## config.mk

```make
export PLATFORM = sky130hd
export DESIGN_NAME = pbs_damage_datapath
export DESIGN_NICKNAME = d
export VERILOG_FILES = /design/src/rtl/pbs_damage_datapath.sv
export SDC_FILE = /design/constraint.sdc
export NUM_CORES = 1
export LEC_CHECK = 0
export BUFFER_PORTS_ARGS = -buffer_cell sky130_fd_sc_hd__buf_2
export CORE_ASPECT_RATIO = 1.25
export CORE_UTILIZATION = 47
export DETAILED_ROUTE_END_ITERATION = 16
export PLACE_DENSITY = 0.72
export SLEW_MARGIN = 5
export SYNTH_ARGS = -nofsm -noshare
export SYNTH_HDL_FRONTEND = slang
export SYNTH_SLANG_ARGS = --single-unit
```

## constraint.sdc

```tcl
create_clock -name clk -period 2.1 [get_ports clk]
set_input_delay 0.42 -clock clk [delete_from_list [all_inputs] [get_ports clk]]
set_output_delay 0.42 -clock clk [all_outputs]
set_load 0.03 [all_outputs]
```

## src/rtl/pbs_damage_datapath.sv

```systemverilog
// Battle damage datapath: holds both HP registers, computes move damage (with optional LFSR crits)
// and drains the target HP one unit per tick period, reporting busy/done back to turn control.
module pbs_damage_datapath #(
  parameter int          HP_W        = 4,
  parameter int          MAX_HP      = 15,
  parameter int          DRAIN_TICKS = 1,
  parameter int          CRIT_EN     = 1,
  parameter logic [7:0]  LFSR_SEED   = 8'hA5
) (
  input  logic            clk,
  input  logic            reset_n,
  input  logic            load_pm,
  input  logic [1:0]      p_move,
  input  logic            apply_damage,
  input  logic            active_trainer,
  input  logic            target,
  output logic [HP_W-1:0] p_hp,
  output logic [HP_W-1:0] ai_hp,
  output logic [1:0]      ai_move,
  output logic            busy,
  output logic            damage_done,
  output logic            p_fainted,
  output logic            ai_fainted
);

  typedef enum logic [1:0] {IDLE, CALC, DRAIN, DONE} state_t;

  // A zero seed would lock the LFSR, so it is silently promoted to 1.
  localparam logic [7:0]      SEED      = (LFSR_SEED == 8'h00) ? 8'h01 : LFSR_SEED;
  localparam logic [HP_W-1:0] HP_INIT   = HP_W'(MAX_HP);
  localparam int              TICK_W    = (DRAIN_TICKS > 1) ? $clog2(DRAIN_TICKS) : 1;
  localparam logic [TICK_W-1:0] TICK_LAST = TICK_W'(DRAIN_TICKS - 1);

  state_t            state;
  logic [7:0]        lfsr;
  logic [7:0]        lfsr_next;
  logic              req_q;
  logic              req;
  logic              trainer_q;
  logic              target_q;
  logic [3:0]        rem;
  logic [TICK_W-1:0] tick;
  logic [1:0]        move;
  logic              crit;
  logic [3:0]        power;
  logic [3:0]        dmg;
  logic [HP_W-1:0]   tgt_hp;

  assign req        = apply_damage & ~req_q;
  assign p_fainted  = (p_hp == '0);
  assign ai_fainted = (ai_hp == '0);

  always_comb begin
    lfsr_next = {1'b0, lfsr[7:1]};
    if (lfsr[0]) lfsr_next = lfsr_next ^ 8'hB8;
    move   = trainer_q ? lfsr[1:0] : p_move;
    crit   = (CRIT_EN != 0) && (lfsr[2:0] == 3'd0);
    power  = {2'b00, move} + 4'd1;
    dmg    = crit ? {power[2:0], 1'b0} : power;
    tgt_hp = target_q ? ai_hp : p_hp;
  end

  // LFSR and request edge detector run freely; load_pm does not disturb them.
  always_ff @(posedge clk or negedge reset_n) begin
    if (!reset_n) begin
      lfsr  <= SEED;
      req_q <= 1'b0;
    end else begin
      lfsr  <= lfsr_next;
      req_q <= apply_damage;
    end
  end

  always_ff @(posedge clk or negedge reset_n) begin
    if (!reset_n) begin
      state       <= IDLE;
      p_hp        <= HP_INIT;
      ai_hp       <= HP_INIT;
      ai_move     <= 2'd0;
      busy        <= 1'b0;
      damage_done <= 1'b0;
      trainer_q   <= 1'b0;
      target_q    <= 1'b0;
      rem         <= 4'd0;
      tick        <= '0;
    end else if (load_pm) begin
      state       <= IDLE;
      p_hp        <= HP_INIT;
      ai_hp       <= HP_INIT;
      busy        <= 1'b0;
      damage_done <= 1'b0;
      rem         <= 4'd0;
      tick        <= '0;
    end else begin
      case (state)
        IDLE: begin
          damage_done <= 1'b0;
          if (req) begin
            trainer_q <= active_trainer;
            target_q  <= target;
            busy      <= 1'b1;
            state     <= CALC;
          end
        end
        CALC: begin
          if (trainer_q) ai_move <= move;
          rem   <= dmg;
          tick  <= '0;
          state <= DRAIN;
        end
        DRAIN: begin
          if (tick == TICK_LAST) begin
            tick <= '0;
            // A fainted target still costs one tick period before finishing.
            if (tgt_hp == '0) begin
              state       <= DONE;
              damage_done <= 1'b1;
            end else begin
              if (target_q) ai_hp <= ai_hp - HP_W'(1);
              else          p_hp  <= p_hp - HP_W'(1);
              rem <= rem - 4'd1;
              if (rem == 4'd1 || tgt_hp == HP_W'(1)) begin
                state       <= DONE;
                damage_done <= 1'b1;
              end
            end
          end else begin
            tick <= tick + TICK_W'(1);
          end
        end
        DONE: begin
          damage_done <= 1'b0;
          busy        <= 1'b0;
          state       <= IDLE;
        end
        default: state <= IDLE;
      endcase
    end
  end

endmodule

```

==> results of run 1 <==
## worst max-delay path, delay by kind of cell (launching register included)
family,cells,cell delay (ps)
flip-flops,1,570
AND/OR/NAND/NOR,1,140
adder cells (fa/ha/maj),1,230
buffers and inverters,2,260
## power by group
group	internal, W	leakage, nW	switching (W)
sequential	0.000656	0.351	0.000116
combinational	0.000284	0.464	0.000342
clock	0.000229	0.0450	0.000194
total	0.00117	0.859	0.000652
## cell type report
| type | count | area (µm²) | share of cell area (%) |
|---|---|---|---|
| multi-input cells | 102 | 789.5 | 43.01 |
| clock buffers | 6 | 72.57 | 3.954 |
| repair buffers | 24 | 127.6 | 6.953 |
| well taps | 37 | 46.29 | 2.522 |
| clock inverters | 2 | 10.01 | 0.5453 |
| inverters | 13 | 48.80 | 2.658 |
| flip-flops and latches | 29 | 740.7 | 40.35 |
## registers in the layout, indices dropped and copies added, names as in the netlist, 2 cells and up
register	flops
rem	4
ai_hp	4
lfsr	8
state	2
p_hp	4
ai_move	2
## metal layers
metal / part of all wire (%) / vias to the layer above / GRT usage, %
met5: 0 / - / 0
met4: 2.0 / 0 / 10.26
met3: 3.9 / 5 / 4.955
met2: 52 / 25 / 35.06
met1: 42 / 600 / 21.57
li1: - / 577 / -
## kinds of logic after synthesis
family,synth area share (%)
mux,8.139
xor+xnor,4.341
compound gates,14.57
fa+ha+maj,6.977
flops,45.89
buf+inv,5.194
simple gates,14.88
## worst paths after layout
| kind | from | end | slack [ps] | cells past startpoint |
|---|---|---|---|---|
| max in group asynchronous | reset_n | lfsr[4] | 1530 | 1 |
| worst max register to register | state[0] | rem[0] | 310 | 6 |
| worst max-delay path | ai_hp[0] | ai_fainted | 220 | 4 |
| worst min register to register | lfsr[3] | lfsr[2] | 360 | 0 |
| worst min-delay path | reset_n | target_q | 160 | 1 |
| min in group clk | apply_damage | req_q | 300 | 1 |
## per-stage QoR
step                      util, %  power, W
after floorplan                 -  0.001237
after global placement      53.91  0.001373
after detailed placement    53.91  0.001407
after CTS                   56.44  0.001839
after global routing        56.44  0.001955
final                       56.44  0.001821
## synthesized netlist by cell type (2+ instances only)
cell type | instances | area [µm²]
nor3_1 | 3 | 15.01
ha_1 | 9 | 112.6
nor2_1 | 10 | 37.54
nor4_1 | 2 | 12.51
o21ai_0 | 3 | 15.01
a21boi_0 | 2 | 15.01
dfstp_2 | 12 | 315.3
xor2_1 | 6 | 52.55
clkbuf_1 | 2 | 7.510
a21oi_1 | 14 | 70.07
nand3_1 | 9 | 45.04
buf_6 | 2 | 22.52
nor3b_1 | 3 | 22.52
mux2_4 | 3 | 45.04
dfrtp_1 | 17 | 425.4
nand2_1 | 6 | 22.52
o21ai_1 | 2 | 10.01
mux2i_1 | 3 | 30.03
xnor2_1 | 2 | 17.52
inv_1 | 13 | 48.80
mux2_2 | 5 | 56.30
==> flow_summary.ini, run 1 <==
[floorplanning]
io_pins = 22
die_w_um = 54.42
fp.dieH_um = 67.52
core-area_mm2 = 0.003252
start_util_pct = 49.63
die_area_mm2 = 0.003674
num_rows = 23

[yosys]
synth_edf_count = 0
synthArstFlopShare_pct = 100.0
synth.distinct_cells = 42
syn-num-nets = 166
syn_area_mm2 = 0.001614
synth-seq-area-share_pct = 45.89
synthCells = 149
ys_warn_count = 0
synth.avg_cell_area_um2 = 10.83
ys.flop_type = dfrtp_1
ys_ff_latch = 29

[clocking]
worstSkewPairLatency_ps = 270
htree_num_levels = 2
cts_tree = done
cts_setup_buffers = 0
cts_repair_resize_count = 0
hold_buffers = 0
max-clock-path-buffers = 2
cts.sinks = 29
clkTransAtPathRegs_ps = 60
cts_buffers = 5
root_buffer = clkbuf_8

[grt]
track_usage_pct = 20.03
grt_pass1_vias = 1196
grt_first_pass_wirelength_mm = 5.188
antenna_found_initial = 0
grt_max_degree = 30
grt.overflow.total = 0

[placement]
dp_hpwl_mm = 2.286
pre_cts_slack_ps = 310.3
dpl_cell_area_mm2 = 0.001753
dp.cells = 205
gp_congestion = 0.7571
portBuffers = 21

[routing]
num_vias = 1207
viasPerCell = 5.667
drc_errors = 0
firstDrtPassIters = 4
drt_wl_total_mm = 3.025
antenna_left = 0
wl_per_cell_um = 14.20
drtIter0Drc = 22

[job]
maxCapViolations = 0

[setup_path]
end_kind = primary output
crit_path_max_fanout = 4
crit_type = flip-flop to primary output
required_ps = 1680
max_stage_delay_ps = 570
worstPathCellList = inv_1, ha_1, nor3b_1, buf_2
cp-start-kind = flip-flop
cp_slowest_cell = dfstp_2
arrival_ps = 1460

[timing]
max_freq_mhz = 530.7
holdWs_ps = 161.1
relSlewSlack_pct = 58.12
hold_viol_final = 0
slew_viol_final = 0
rsz0062_at_grt = no
worst_pin_slew_ps = 628.2
tns_ps = 0
min_period_over_period_pct = 89.73
finClkSkew_ps = 2.843
min_period_ps = 1884
post-route-worst-setup-slack_ps = 215.7
setup_viol = 0

[power_and_ir_drop]
ir_drop_mv = 0.7107
powerDensity_mw_per_mm2 = 992.0
leakage_nw = 0.8593

[layout]
nets = 192
layout_common_cells = buf_2, dfrtp_1, a21oi_1
final_common_cell = buf_2
n_fill_cell = 298
final_layout_size_suffix_gt1_share_pct = 33.52
area_growth_pct = 13.72
n_antenna_cell = 0
final_cells = 213
fin_area_mm2 = 0.001836

[run_status]
status = finished clean

[min_path]
min_path_type = primary input to async pin
Note: power is estimated with default switching activity, not from simulation.
==> run 2: changes to the inputs <==
REMOVE_ABC_BUFFERS = 1   (was not set)
SKIP_LAST_GASP = 1   (was not set)
==> run 2 against run 1 <==
Net effect: worst setup slack better by 5.3 ps; design area increased by 2.4%; final cell count is 0.47% lower; via count decreased by 0.91%; clock skew increased by 1.6 ps; critical path type unchanged.
==> flow_summary.ini, run 2 (synthesis gave the netlist of run 1 again) <==
[timing]
finClkSkew_ps = 4.475
hold_viol_final = 0
min_period_ps = 1879
slew_viol_final = 0
worst_pin_slew_ps = 636.9
max_freq_mhz = 532.2
min_period_over_period_pct = 89.47
tns_ps = 0
rsz0062_at_grt = no
relSlewSlack_pct = 57.54
setup_viol = 0

[grt]
antenna_found_initial = 0
grt.overflow.total = 0
track_usage_pct = 21.73
grt_pass1_vias = 1240
grt_max_degree = 30
grt_first_pass_wirelength_mm = 5.471

[job]
maxCapViolations = 0

[setup_path]
end_kind = primary output
required_ps = 1680
crit_type = flip-flop to primary output
cp-start-kind = flip-flop
crit_path_max_fanout = 4
arrival_ps = 1460

[layout]
n_fill_cell = 270
area_growth_pct = 16.43
largest_register_ffs = 8
final_layout_size_suffix_gt1_share_pct = 33.71
n_antenna_cell = 0
fin_util_pct = 57.79
layout_common_cells = buf_2, dfrtp_1, a21oi_1
nets = 191
regMostFlops = lfsr
final_common_cell = buf_2

[floorplanning]
fp.dieH_um = 67.52
die_w_um = 54.42
num_rows = 23
start_util_pct = 49.63
io_pins = 22
die_area_mm2 = 0.003674
core-area_mm2 = 0.003252

[clocking]
clkTransAtPathRegs_ps = 70
cts.sinks = 29
hold_buffers = 0
htree_num_levels = 2
cts_repair_resize_count = 0
root_buffer = clkbuf_8
cts_tree = done
cts_buffers = 5
cts_setup_buffers = 0
max-clock-path-buffers = 2
worstSkewPairLatency_ps = 290

[power_and_ir_drop]
seq_power_share_pct = 37.1
ir_drop_mv = 0.6609
p_clk_share_pct = 33.2
comb_power_share_pct = 29.7
leakage_nw = 0.8771
power.switching_w = 0.0006871
p_int_w = 0.001405
powerDensity_mw_per_mm2 = 1113
p_sw_share_pct = 32.84

[routing]
viasPerCell = 5.642
num_vias = 1196
drc_errors = 0
drtIter0Drc = 22
antenna_left = 0
wl_per_cell_um = 15.04
firstDrtPassIters = 4
drt_wl_total_mm = 3.188

[placement]
gp_congestion = 0.7793
portBuffers = 21
dp_hpwl_mm = 2.281

[min_path]
min_path_type = primary input to async pin

[run_status]
status = finished clean
==> run 2: power groups by stage <==
stage          registers [W]  logic [W]  clock network (W)
6_report            0.000777   0.000621           0.000694
5_1_grt             0.000791   0.000700           0.000728
4_1_cts             0.000774   0.000625           0.000710
3_5_place_dp        0.000780   0.000623                  0
3_3_place_gp        0.000774   0.000588                  0
2_1_floorplan       0.000793   0.000433                  0
==> run 2: layout make-up <==
| cell class | count | area, µm² | area share, % |
|---|---|---|---|
| clock buffers | 5 | 68.82 | 3.662 |
| clock inverters | 3 | 65.06 | 3.462 |
| inverters | 13 | 48.80 | 2.597 |
| multi-input cells | 102 | 789.5 | 42.01 |
| flip-flops and latches | 29 | 740.7 | 39.41 |
| well taps | 37 | 46.29 | 2.463 |
| repair buffers | 23 | 120.1 | 6.391 |
==> run 2: worst paths after layout <==
path                              start          end  slack [ps]  cells past startpoint
max in group asynchronous       reset_n       rem[1]        1530                      1
min reg2reg                     lfsr[3]      lfsr[2]         360                      0
min in group clk           apply_damage        req_q         270                      1
max reg2reg                    state[0]       rem[0]         270                      6
max                            ai_hp[0]   ai_fainted         220                      4
min                             reset_n  damage_done         150                      1
==> run 2: metrics by stage <==
stage	hold WS [ps]	area, µm²	instances	power (W)	setup slack [ps]
3_5_place_dp	340.2	1745	204	0.001404	297.1
3_3_place_gp	343.6	1745	204	0.001362	365.4
2_1_floorplan	124.4	1579	144	0.001227	272.8
6_report	146.5	1879	212	0.002092	221.1
4_1_cts	168.7	1879	212	0.002109	219.3
5_1_grt	200.5	1879	212	0.002219	145.9
==> run 2: routing by layer <==
layer	global-route usage (%)	wire, µm
met4	16.35	97
met2	34.91	1533
met1	24.43	1413
met5	0	0
met3	4.730	144
==> run 2: worst max-delay path, stage by stage (launching register included) <==
cell	delay, ps
dfstp_2	560
inv_1	80
ha_1	220
nor3b_1	140
buf_2	170
==> run 3: changes to the inputs <==
PLACE_DENSITY = 0.75   (was 0.72)
clock period = 1.7 ns   (was 2.1 ns; I/O delays follow)
==> run 3 against run 2 <==
Net effect: the flow now finishes with violations (setup timing); flip-flop and latch count unchanged; non-clock buffer count is 19 higher; via count rose by 6.8%; first-iteration DRC count decreased by 23%; critical path type is now flip-flop to flip-flop; highest routed layer unchanged.
==> flow_summary.ini, run 3 (synthesis gave the netlist of run 1 again) <==
[routing]
viasPerCell = 5.528
drtIter0Drc = 17
firstDrtPassIters = 4
wl_per_cell_um = 14.90
drc_errors = 0
drt_wl_total_mm = 3.443
num_vias = 1277
antenna_left = 0

[floorplanning]
start_util_pct = 49.63
die_area_mm2 = 0.003674
die_w_um = 54.42
fp.dieH_um = 67.52
num_rows = 23
core-area_mm2 = 0.003252
io_pins = 22

[grt]
grt.overflow.total = 0
grt_pass1_vias = 1263
antenna_found_initial = 0
track_usage_pct = 21.49
grt_first_pass_wirelength_mm = 5.478
grt_max_degree = 30

[placement]
portBuffers = 21
gp_congestion = 0.8062
dp_hpwl_mm = 2.420
dp.cells = 217

[setup_path]
crit_type = flip-flop to flip-flop
cp-start-kind = flip-flop
crit_path_max_fanout = 4
arrival_ps = 1890
required_ps = 1870
end_kind = flip-flop

[timing]
setup_viol = 2
hold_viol_final = 0
relSlewSlack_pct = 57.89
rsz0062_at_grt = yes
holdWs_ps = 68.20
slew_viol_final = 0
worst_pin_slew_ps = 631.7
post-route-worst-setup-slack_ps = -18.92
finClkSkew_ps = 10.14
max_freq_mhz = 581.8
min_period_ps = 1719
tns_ps = -28.52
min_period_over_period_pct = 101.1

[layout]
final_layout_size_suffix_gt1_share_pct = 44.85
final_common_cell = buf_4
final_cells = 231
nets = 210
fin_util_pct = 63.99
regMostFlops = lfsr
layout_common_cells = buf_4, buf_2, dfrtp_1
area_growth_pct = 28.92
n_antenna_cell = 0
largest_register_ffs = 8

[power_and_ir_drop]
ir_drop_mv = 0.9828
powerDensity_mw_per_mm2 = 1266
leakage_nw = 0.9894
p_total_w = 0.002634

[clocking]
worstSkewPairLatency_ps = 290
max-clock-path-buffers = 2
clkTransAtPathRegs_ps = 70
htree_num_levels = 2
cts_tree = done
root_buffer = clkbuf_8
hold_buffers = 0
cts.sinks = 29
cts_buffers = 5

[min_path]
min_path_type = primary input to async pin

[job]
maxCapViolations = 0

[run_status]
failed_checks = setup timing
status = finished, violations left
[run 3: worst paths after layout]
path	startpoint	slack [ps]	cells past startpoint	end
setup / recovery	target_q	-20	4	rem[3]
hold / removal	reset_n	70	1	state[0]
setup reg to reg	target_q	-20	4	rem[3]
hold reg to reg	lfsr[3]	360	0	lfsr[2]
max in group asynchronous	reset_n	1210	1	ai_move[0]
min in group clk	apply_damage	210	1	req_q
[run 3: area by class of cell]
type                       instances  area [µm²]
fill                             269        1171
clock buffer                       6       82.58
tap                               37       46.29
sequential                        29       740.7
inverter                          13       48.80
multi-input combinational        102       849.6
clock inverter                     2       37.54
timing repair buffer              42       275.3
[run 3: worst max-delay path, stage by stage (launching register included)]
cell and delay, ps:
dfrtp_1 460, mux2i_1 420, o2111ai_2 240, o31ai_4 150, mux2_4 340
[run 3: timing repair]
| item | CTS | global route |
|---|---|---|
| gates resized for setup | 4 | 15 |
| buffers inserted | 4 | 2 |
| setup endpoints to repair | 2 | 14 |
| pin swaps | 1 | 4 |
[run 3: through the flow]
stage	setup WS (ps)	cell area [µm²]
after CTS	2.588	2003
after global placement	91.08	1843
after floorplan	-108.8	1579
final	-18.92	2081
after global routing	-65.45	2081
after detailed placement	34.37	1843
[run 3: power breakdown]
| part | total, W | internal [W] | switching (W) | leakage [nW] |
|---|---|---|---|---|
| sequential | 0.000929 | 0.000809 | 0.000119 | 0.351 |
| combinational | 0.000956 | 0.000458 | 0.000498 | 0.581 |
| clock | 0.000749 | 0.000476 | 0.000273 | 0.0574 |
| total | 0.00263 | 0.00174 | 0.000891 | 0.989 |
[run 3: routing by layer]
metal | track usage [%] | part of all wire (%)
met1 | 22.68 | 41
met2 | 38.57 | 54
met3 | 6.306 | 3.3
met4 | 8.654 | 1.8
met5 | 0 | 0
